==> src/rtl/dnn_ctrl_pkg.sv <==
// Shared types and sizing helpers for the junction scheduler.
// Contents: FSM state enum, cycles-per-input and width helper functions.
package dnn_ctrl_pkg;

  typedef enum logic [2:0] {
    StIdle,
    StFill,
    StSteady,
    StDrain,
    StDone
  } state_e;

  // Cycles needed to stream one input through a set: fan-out * neurons / weights per cycle.
  function automatic int unsigned calc_cpc(input int unsigned fo_v, input int unsigned p_v,
                                           input int unsigned z_v);
    return (fo_v * p_v) / z_v;
  endfunction

  // etapos spans 0..frac_bits+1.
  function automatic int unsigned calc_ew(input int unsigned frac_v);
    return $clog2(frac_v + 2);
  endfunction

  // Counter width for 0..n-1, never below one bit.
  function automatic int unsigned calc_idx_w(input int unsigned n_v);
    return (n_v > 1) ? $clog2(n_v) : 1;
  endfunction

endpackage

==> src/rtl/junction_scheduler_if.sv <==
// Controller <-> junction scheduler bundle.
// master: training controller side (drives start/num_inputs/etapos_init).
// slave : scheduler side (drives cycle_idx, set enables, input_tick, etapos, busy, done).
interface junction_scheduler_if #(
  parameter int unsigned cnt_w = 16,
  parameter int unsigned ew    = 4,
  parameter int unsigned idx_w = 2
);
  logic             start;
  logic [cnt_w-1:0] num_inputs;
  logic [ew-1:0]    etapos_init;
  logic [idx_w-1:0] cycle_idx;
  logic             ff_en;
  logic             ff_valid;
  logic             bp_en;
  logic             up_en;
  logic             input_tick;
  logic [ew-1:0]    etapos;
  logic             busy;
  logic             done;

  modport master (
    output start, num_inputs, etapos_init,
    input  cycle_idx, ff_en, ff_valid, bp_en, up_en, input_tick, etapos, busy, done
  );

  modport slave (
    input  start, num_inputs, etapos_init,
    output cycle_idx, ff_en, ff_valid, bp_en, up_en, input_tick, etapos, busy, done
  );
endinterface

==> src/rtl/eta_scheduler.sv <==
// Holds the etapos learning-rate exponent for the UP set.
// Ports: clk, reset (sync, active-high), i_load/i_init (load at batch start),
//        i_tick (one completed UP input, ETA_DECAY_EN only), o_etapos.
// ETA_DECAY_EN: etapos steps up by one after every DECAY_PERIOD-th completed UP input,
// saturating at frac_bits+1; a zero etapos means updates are off and is never bumped.
module eta_scheduler #(
  parameter int unsigned ew = 4
`ifdef ETA_DECAY_EN
  , parameter int unsigned frac_bits    = 10
  , parameter int unsigned DECAY_PERIOD = 64
`endif
) (
  input  logic          clk,
  input  logic          reset,
  input  logic          i_load,
  input  logic [ew-1:0] i_init,
`ifdef ETA_DECAY_EN
  input  logic          i_tick,
`endif
  output logic [ew-1:0] o_etapos
);

  logic [ew-1:0] r_etapos;

`ifdef ETA_DECAY_EN
  localparam int unsigned PerW = (DECAY_PERIOD > 1) ? $clog2(DECAY_PERIOD) : 1;
  localparam logic [PerW-1:0] PerLast = PerW'(DECAY_PERIOD - 1);
  localparam logic [ew-1:0]   EtaMax  = ew'(frac_bits + 1);

  logic [PerW-1:0] r_period;

  always_ff @(posedge clk) begin
    if (reset) begin
      r_etapos <= '0;
      r_period <= '0;
    end else if (i_load) begin
      r_etapos <= i_init;
      r_period <= '0;
    end else if (i_tick) begin
      if (r_period == PerLast) begin
        r_period <= '0;
        if ((r_etapos != '0) && (r_etapos < EtaMax)) begin
          r_etapos <= r_etapos + ew'(1);
        end
      end else begin
        r_period <= r_period + PerW'(1);
      end
    end
  end
`else
  always_ff @(posedge clk) begin
    if (reset) begin
      r_etapos <= '0;
    end else if (i_load) begin
      r_etapos <= i_init;
    end
  end
`endif

  assign o_etapos = r_etapos;

endmodule

==> src/rtl/junction_scheduler.sv <==
// Sequences one junction's FF, BP and UP processor sets over a batch of inputs.
// Ports: clk, reset (sync, active-high), bus (junction_scheduler_if.slave): start,
//        num_inputs, etapos_init in; cycle_idx, ff_en, ff_valid, bp_en, up_en, input_tick,
//        etapos, busy, done out.
// Optional ETA_DECAY_EN macro enables periodic etapos decay (DECAY_PERIOD parameter).
// BP/UP run exactly D*cpc cycles behind FF; the lag is tracked by a saturating counter.
module junction_scheduler
  import dnn_ctrl_pkg::*;
#(
  parameter int unsigned fo        = 2,
  parameter int unsigned p         = 16,
  parameter int unsigned z         = 8,
  parameter int unsigned frac_bits = 10,
  parameter int unsigned D         = 2,
  parameter int unsigned cnt_w     = 16
`ifdef ETA_DECAY_EN
  , parameter int unsigned DECAY_PERIOD = 64
`endif
) (
  input logic                clk,
  input logic                reset,
  junction_scheduler_if.slave bus
);

  localparam int unsigned Cpc  = calc_cpc(fo, p, z);
  localparam int unsigned Ew   = calc_ew(frac_bits);
  localparam int unsigned IdxW = calc_idx_w(Cpc);
  localparam int unsigned Lag  = D * Cpc;
  localparam int unsigned LagW = $clog2(Lag + 1);
  localparam logic [IdxW-1:0] IdxLast = IdxW'(Cpc - 1);

  state_e           r_state, w_state_next;
  logic [IdxW-1:0]  r_idx;
  logic [cnt_w-1:0] r_num, r_ff_cnt, r_up_cnt;
  logic [LagW-1:0]  r_lag;
  logic             r_ff_valid;
  logic             w_ff_en, w_up_en, w_busy, w_load;
  logic             w_idx_last, w_lag_done, w_ff_last, w_up_last;

  assign w_busy     = (r_state == StFill) || (r_state == StSteady) || (r_state == StDrain);
  assign w_lag_done = (r_lag == LagW'(Lag));
  assign w_ff_en    = (r_state == StFill) || (r_state == StSteady);
  // In DRAIN after a short batch, BP/UP wait until the full lag has elapsed.
  assign w_up_en    = (r_state == StSteady) || ((r_state == StDrain) && w_lag_done);
  assign w_idx_last = (r_idx == IdxLast);
  assign w_ff_last  = w_ff_en && w_idx_last && (r_ff_cnt == r_num - cnt_w'(1));
  assign w_up_last  = w_up_en && w_idx_last && (r_up_cnt == r_num - cnt_w'(1));
  assign w_load     = (r_state == StIdle) && bus.start;

  always_comb begin
    w_state_next = r_state;
    unique case (r_state)
      StIdle: begin
        if (bus.start) begin
          w_state_next = (bus.num_inputs == '0) ? StDone : StFill;
        end
      end
      StFill: begin
        if (w_ff_last) begin
          w_state_next = StDrain;
        end else if (r_lag == LagW'(Lag - 1)) begin
          w_state_next = StSteady;
        end
      end
      StSteady: if (w_ff_last) w_state_next = StDrain;
      StDrain:  if (w_up_last) w_state_next = StDone;
      StDone:   w_state_next = StIdle;
      default:  w_state_next = StIdle;
    endcase
  end

  always_ff @(posedge clk) begin
    if (reset) begin
      r_state    <= StIdle;
      r_idx      <= '0;
      r_num      <= '0;
      r_ff_cnt   <= '0;
      r_up_cnt   <= '0;
      r_lag      <= '0;
      r_ff_valid <= 1'b0;
    end else begin
      r_state    <= w_state_next;
      r_ff_valid <= w_ff_en;
      if (w_load) begin
        r_num    <= bus.num_inputs;
        r_ff_cnt <= '0;
        r_up_cnt <= '0;
        r_lag    <= '0;
      end
      if (w_ff_en || w_up_en) begin
        r_idx <= w_idx_last ? '0 : r_idx + IdxW'(1);
      end
      if (w_ff_en && w_idx_last) r_ff_cnt <= r_ff_cnt + cnt_w'(1);
      if (w_up_en && w_idx_last) r_up_cnt <= r_up_cnt + cnt_w'(1);
      if (w_busy && !w_lag_done) r_lag <= r_lag + LagW'(1);
    end
  end

  eta_scheduler #(
    .ew          (Ew)
`ifdef ETA_DECAY_EN
    , .frac_bits   (frac_bits)
    , .DECAY_PERIOD(DECAY_PERIOD)
`endif
  ) u_eta (
    .clk     (clk),
    .reset   (reset),
    .i_load  (w_load),
    .i_init  (bus.etapos_init),
`ifdef ETA_DECAY_EN
    .i_tick  (w_up_en && w_idx_last),
`endif
    .o_etapos(bus.etapos)
  );

  assign bus.cycle_idx  = r_idx;
  assign bus.ff_en      = w_ff_en;
  assign bus.ff_valid   = r_ff_valid;
  assign bus.bp_en      = w_up_en;
  assign bus.up_en      = w_up_en;
  assign bus.input_tick = w_ff_en && w_idx_last;
  assign bus.busy       = w_busy;
  assign bus.done       = (r_state == StDone);

endmodule
==> src/flat_wrapper.sv <==
// flat-port wrapper written by rule: the top's interface ports become plain ports
module junction_scheduler_flat import dnn_ctrl_pkg::*;
#(
  parameter int unsigned fo        = 2,
  parameter int unsigned p         = 16,
  parameter int unsigned z         = 8,
  parameter int unsigned frac_bits = 10,
  parameter int unsigned D         = 2,
  parameter int unsigned cnt_w     = 16

)
  (clk, reset, bus_start, bus_num_inputs, bus_etapos_init, bus_cycle_idx, bus_ff_en, bus_ff_valid, bus_bp_en, bus_up_en, bus_input_tick, bus_etapos, bus_busy, bus_done);
  junction_scheduler_if #(.cnt_w(cnt_w)) bus_i ();
  input logic clk;
  input logic reset;
  input wire logic [$bits(bus_i.start)-1:0] bus_start;
  input wire logic [$bits(bus_i.num_inputs)-1:0] bus_num_inputs;
  input wire logic [$bits(bus_i.etapos_init)-1:0] bus_etapos_init;
  output wire logic [$bits(bus_i.cycle_idx)-1:0] bus_cycle_idx;
  output wire logic [$bits(bus_i.ff_en)-1:0] bus_ff_en;
  output wire logic [$bits(bus_i.ff_valid)-1:0] bus_ff_valid;
  output wire logic [$bits(bus_i.bp_en)-1:0] bus_bp_en;
  output wire logic [$bits(bus_i.up_en)-1:0] bus_up_en;
  output wire logic [$bits(bus_i.input_tick)-1:0] bus_input_tick;
  output wire logic [$bits(bus_i.etapos)-1:0] bus_etapos;
  output wire logic [$bits(bus_i.busy)-1:0] bus_busy;
  output wire logic [$bits(bus_i.done)-1:0] bus_done;
  assign bus_i.start = bus_start;
  assign bus_i.num_inputs = bus_num_inputs;
  assign bus_i.etapos_init = bus_etapos_init;
  assign bus_cycle_idx = bus_i.cycle_idx;
  assign bus_ff_en = bus_i.ff_en;
  assign bus_ff_valid = bus_i.ff_valid;
  assign bus_bp_en = bus_i.bp_en;
  assign bus_up_en = bus_i.up_en;
  assign bus_input_tick = bus_i.input_tick;
  assign bus_etapos = bus_i.etapos;
  assign bus_busy = bus_i.busy;
  assign bus_done = bus_i.done;
  junction_scheduler #(.fo(fo), .p(p), .z(z), .frac_bits(frac_bits), .D(D), .cnt_w(cnt_w)) u_core (.clk(clk), .reset(reset), .bus(bus_i));
endmodule
==> config.mk <==
export PLATFORM = sky130hd
export DESIGN_NAME = junction_scheduler_flat
export DESIGN_NICKNAME = d
export VERILOG_FILES = /design/src/rtl/dnn_ctrl_pkg.sv /design/src/rtl/junction_scheduler_if.sv /design/src/rtl/eta_scheduler.sv /design/src/rtl/junction_scheduler.sv /design/src/flat_wrapper.sv
export SDC_FILE = /design/constraint.sdc
export NUM_CORES = 1
export LEC_CHECK = 0
export ABC_AREA = 1
export CAP_MARGIN = 10
export CORE_MARGIN = 5
export CORE_UTILIZATION = 30
export CTS_CLUSTER_SIZE = 12
export DETAILED_ROUTE_END_ITERATION = 7
export PLACE_DENSITY = 0.49
export SLEW_MARGIN = 25
export SYNTH_ARGS = -nofsm -noshare
export SYNTH_HDL_FRONTEND = slang
export SYNTH_SLANG_ARGS = --single-unit
export TNS_END_PERCENT = 5
==> constraint.sdc <==
create_clock -name clk -period 2.05 [get_ports clk]
set_input_delay 0.41 -clock clk [delete_from_list [all_inputs] [get_ports clk]]
set_output_delay 0.41 -clock clk [all_outputs]
set_load 0.05 [all_outputs]
==> results of run 1 <==
## cell type report
type,count,area [um^2]
tap,176,220
clock buffer,12,256
timing repair buffer,80,752
multi-input combinational,461,2450
clock inverter,3,67.6
inverter,84,317
fill,1411,7830
sequential,62,1240
## sequential cells by signal (all words and copies together), names as in the netlist
name                   cells
u_core.bus.ff_valid        1
u_core.r_num              16
u_core.r_up_cnt           16
u_core.r_state             3
u_core.r_ff_cnt           16
u_core.r_lag               4
u_core.bus.cycle_idx       2
u_core.u_eta.o_etapos      4
## through the flow
| stage | setup TNS (ns) | area (um^2) |
|---|---|---|
| final | 0 | 5310 |
| after global routing | -1.00 | 5310 |
| after CTS | -0.00976 | 5240 |
| after detailed placement | -0.209 | 4890 |
| after global placement | -0.109 | 4890 |
| after floorplan | -0.00992 | 3990 |
## critical path, stage by stage, from the launching register on
cell and delay [ns]:
dfxtp_1 0.33, ha_1 0.25, buf_4 0.15, nand2_2 0.08
buf_4 0.15, clkinv_2 0.14, buf_12 0.19
## power by group through the flow
stage | clock network, mW | logic (mW) | registers [mW]
floorplan | 0 | 2.32 | 1.72
global placement | 0 | 3.58 | 1.58
detailed placement | 0 | 3.60 | 1.58
CTS | 1.72 | 3.65 | 1.56
global route | 1.76 | 4.16 | 1.60
finish | 1.67 | 3.71 | 1.56
## logic make-up (layout without fill, tap and decap cells)
family,Yosys count,count (layout),synth area share
buf+inv,97,179,0.0935
flops,62,62,0.311
xor+xnor,6,6,0.0132
simple gates,347,347,0.419
compound gates,102,102,0.145
fa+ha+maj,6,6,0.0188
## final timing paths
path	start	end	slack (ns)	cells past startpoint
min	u_core.r_up_cnt[15]	u_core.r_up_cnt[15]	0.47	1
max	u_core.bus.cycle_idx[0]	bus_input_tick	0.02	6
max reg2reg	u_core.r_num[1]	u_core.r_state[0]	0.03	15
min reg2reg	u_core.r_up_cnt[15]	u_core.r_up_cnt[15]	0.47	1
## cell usage in the layout (no fill, tap or decap), drive strengths merged, types with 11 or more instances in the layout
cell type / count
a211oi: 11
buf: 51
a21oi: 44
nor3: 12
clkdlybuf4s50: 29
nand2: 157
dfxtp: 62
inv: 83
nor2: 81
o21ai: 36
nand3: 76
clkbuf: 12
## routing by layer
| layer | track usage | vias to the layer above | wire (um) |
|---|---|---|---|
| li1 | - | 2201 | - |
| met1 | 0.192 | 1917 | 5370 |
| met2 | 0.262 | 64 | 5740 |
| met3 | 0.0256 | 27 | 282 |
| met4 | 0.0906 | 0 | 457 |
| met5 | 0 | - | 0 |
## timing repair
item                       CTS  global route
pin swaps                    0             8
buffers inserted             0             1
gates resized for setup      5            20
setup endpoints to repair    5            26
hold buffers                 0             0
==> metrics.txt, run 1 <==
antenna-violating nets left 0; critical path class reg -> out; WP data arrival between 1.5 and 2 ns; Sw Ratio 0.439; IO Port Bufs 35; CTS root buffer clkbuf_16; routability congestion estimate between 0.8 and 0.9; most frequent cells after synthesis 143 x nand2_1, 78 x inv_1, 68 x nor2_1; Synth area leaders dfxtp_1 31%, nand2_1 13%, nand3_1 8.3%; synth warn 0; post-route minimum period between 2 and 2.5 ns; maximum VDD drop about 0.00065 V; largest net degree at the start of global routing 31; ratio of final minimum period to clock period 0.989; first-pass GRT wire length 20,100 um; Iter 0 DRT Violations between 200 and 250; Post-synth EDFFs 0; mapped cell area around 4000 um^2; Synth Flop Type dfxtp_1; DRC violations left 0; Vias per Instance between 4 and 5; clk buf depth 2; register share of total power 0.225; final std cells w/o fill approximately 880; Logic pwr share 0.534; RSZ-0062 raised after global routing yes; status complete, no violations; startpoint type of the worst setup path flip-flop; Leakage roughly 2.2 nW; Clock Latency Late Sink between 0.3 and 0.4 ns; total of max-cap violations 0; Yosys top cell by area dfxtp_1; area share of the largest cell type after synthesis 0.311; post-synthesis net count 649; Seq/Total Area, Yosys 0.311; drt first pass iters 5; pwr/cell area 1310 nW/um^2; GRT Overall Usage 0.157; vias in the first global route around 4.2k; grt total ovfl 0; dpl ws -0.127 ns; Max Fclk just under 500 MHz; TritonCTS clock tree done; Crit. End Element output port; library cells used by synthesis 41; asr flop ratio synth 0; ant diodes 0; Starting Density 0.304; count leader, synth nand2_1; Routed WL per cell 13.5 um; die height 125 um; initial antenna violation count 0; Final nets 727; TritonCTS Sinks 62; Cells after Synth 620; Final Hold Vio Count 0; H-tree Lvls 3; Avg Inst Size Synth between 6 and 7 um^2; Final Max Tran Viols 0; HPWL after detailed placement roughly 9400 um; clock transition at the registers of the reported paths about 0.050 ns; total wire length between 10,000 and 15,000 um; layout cells sized above 1 0.187; Slew headroom 0.665; total power a little under 7 mW; largest fanout on the critical path 8; Clk pwr share 0.240; actual slew at the worst max-slew pin 0.501 ns; Layout Skew 0.00697 ns; Inst Count DP 862; Core ar. ~13,000 um^2; Final Util 0.404; slack of the critical path approximately 0.023 ns; hold_ws 0.473 ns; worst min-delay path category reg -> reg; Critical Path RT around 1.6 ns; area growth from synthesis to layout 33.1%; internal cell power about 4 mW; vias 4,209; Die ar. 15,700 um^2; Die X 125 um; CTS buffer count 9; I/O pin cnt 36; final setup vio count 0; switching power between 3 and 4 mW; cell row count 42; register bit count reported by yosys 62
(Power assumes the default switching activity.)
==> run 2: changes to the inputs <==
CELL_PAD_IN_SITES_DETAIL_PLACEMENT = 0   (was default)
CELL_PAD_IN_SITES_GLOBAL_PLACEMENT = 1   (was default)
CORE_MARGIN = 2   (was 5)
PLACE_DENSITY = 0.64   (was 0.49)
==> metrics.txt, run 2 (synthesis results as in run 1) <==
status complete, no violations; Iter 0 DRT Violations 221 (+4.2%); WP data arrival 2.21 ns (+0.59 ns); layout cells sized above 1 0.221 (+0.0345); total wire length 12,000 um (+1.2%); hold depth 2 (+1); HPWL after detailed placement 9400 um (+0.43%); Vias per Instance 4.71 (-1.7%); CP Cell Sequence buf_4, nor2_4, nand2_4, nor2_4, nand2_2, nand3b_1, nand3_1, nor2_2, nand3_2, nor2_2, nand2_1, nand2_2, nand3_4, nor2_1, nor2_1; CTS buffer count 9 (unchanged); startpoint type of the worst setup path flip-flop; ratio of final minimum period to clock period 0.964 (-0.0251); largest fanout on the critical path 5 (-3); Die ar. 14,200 um^2 (-9.3%); critical path class reg -> reg; Die X 119 um (-4.8%); CTS root buffer clkbuf_16; clk buf depth 2 (unchanged); met3 usage 0.0292 (+0.00363); pwr/cell area 1280 nW/um^2 (-2.5%); hold_buf cts 0 (unchanged); worst min-delay path category reg -> reg; routability congestion estimate 0.822 (-7.2%); first-pass GRT wire length 19,700 um (-2.0%); drt first pass iters 4 (-1); GR Util met1 0.224 (+0.0317); Filler cells 1,425 (+0.99%); Final Util 0.410 (+0.00638); TritonCTS Sinks 62 (unchanged); actual slew at the worst max-slew pin 0.496 ns (-0.00442 ns); Final Max Tran Viols 0 (unchanged); vias in the first global route 4,076 (-2.9%); Final Hold Vio Count 0 (unchanged); Final nets 735 (+1.1%); leading cell types in the layout, fill and taps excluded 135 x nand2_1, 74 x inv_1, 62 x nand3_1, 58 x dfxtp_1, 56 x nor2_1; Critical Path RT 2.28 ns (+0.64 ns); H-tree Lvls 3 (unchanged); Clock Latency Late Sink 0.34 ns (about the same); Max Fclk 506 MHz (+2.6%); CP max stage cell dfxtp_2; Core ar. 13,100 um^2 (unchanged); ant diodes 0 (unchanged); GRT Overall Usage 0.179 (+0.0212); area growth from synthesis to layout 35.2%; vias 4,177 (-0.76%); total of max-cap violations 0 (unchanged); grt peak-use layer met2; final setup vio count 0 (unchanged); Layout Skew 0.00651 ns (-0.000468 ns); DRC violations left 0 (unchanged); Crit. End Element flip-flop; R2R cell count 15 (unchanged); RSZ-0062 raised after global routing yes; Starting Density 0.304 (unchanged); post-route minimum period 1.98 ns (-0.0514 ns); IO Port Bufs 35 (unchanged); clock transition at the registers of the reported paths 0.05 ns (about the same); Max stage delay on crit path 0.32 ns (about the same); largest net degree at the start of global routing 42 (+35%); TritonCTS clock tree done; initial antenna violation count 0 (unchanged); antenna-violating nets left 0 (unchanged); cell row count 42 (unchanged); die height 119 um (-4.8%); Routed WL per cell 13.5 um (+0.24%); top flop regs u_core.r_ff_cnt: 16 flops, u_core.r_num: 16 flops, u_core.r_up_cnt: 16 flops; Slew headroom 0.668 (+0.00296); I/O pin cnt 36 (unchanged); most common cell after layout, fill and taps aside nand2_1; grt total ovfl 0 (unchanged); Leakage 2.22 nW (+0.73%); maximum VDD drop 0.000554 V (-15%); setup TNS 0 ns (unchanged); met2 Usage GRT 0.302 (+0.0398)
## run 2: cell type report
type / instances / area, um^2 / area share
Clock buffer: 14 / 264 / 0.0490
Multi-Input combinational cell: 462 / 2530 / 0.469
Clock inverter: 1 / 5.00 / 0.000928
Timing Repair Buffer: 87 / 805 / 0.149
Tap cell: 176 / 220 / 0.0408
Inverter: 84 / 320 / 0.0594
Sequential cell: 62 / 1250 / 0.231
## run 2: path summary, 6_finish.rpt
| kind | startpoint | to | slack [ns] |
|---|---|---|---|
| worst max register to register | u_core.r_num[1] | u_core.r_state[0] | 0.07 |
| worst max-delay path | u_core.r_num[1] | u_core.r_state[0] | 0.07 |
| worst min-delay path | u_core.r_num[15] | u_core.r_num[15] | 0.48 |
| worst min register to register | u_core.r_num[15] | u_core.r_num[15] | 0.48 |
## run 2: critical path, delay by kind of cell (launching register included)
| family | cells | cell delay [ns] |
|---|---|---|
| DFF | 1 | 0.32 |
| and+or+nand+nor | 14 | 1.44 |
| buffers and inverters | 1 | 0.13 |
## run 2: per-layer routing
| layer | vias up | routed length, um | share of wire |
|---|---|---|---|
| met5 | - | 0 | 0 |
| met3 | 13 | 265 | 0.022 |
| met2 | 38 | 5750 | 0.48 |
| met1 | 1914 | 5750 | 0.48 |
| met4 | 0 | 225 | 0.019 |
| li1 | 2212 | - | - |
## run 2: report_power, final
group	internal, mW	switching (mW)
Clock	0.877	0.556
Sequential	1.39	0.184
Combinational	1.43	2.43
Total	3.71	3.17
## run 2: metrics by stage
step           hold WS [ns]  power (mW)  cells  cell area [um^2]  worst slack, ns
2_1_floorplan         0.441        4.04    620              3990         -0.00992
3_3_place_gp          0.465        5.17    866              4920          -0.0844
3_5_place_dp          0.467        5.22    866              4920           -0.110
4_1_cts               0.475        6.73    881              5240           0.0115
5_1_grt               0.507        7.44    886              5390           -0.141
6_report              0.477        6.88    886              5390           0.0743
## run 2: what timing repair did
item                                    4_1_cts  5_1_grt
setup buffers                                 0        4
gates resized for setup                      15       35
endpoints found under the setup margin        7        9
pin swaps                                     3       13
cloned                                        0        1
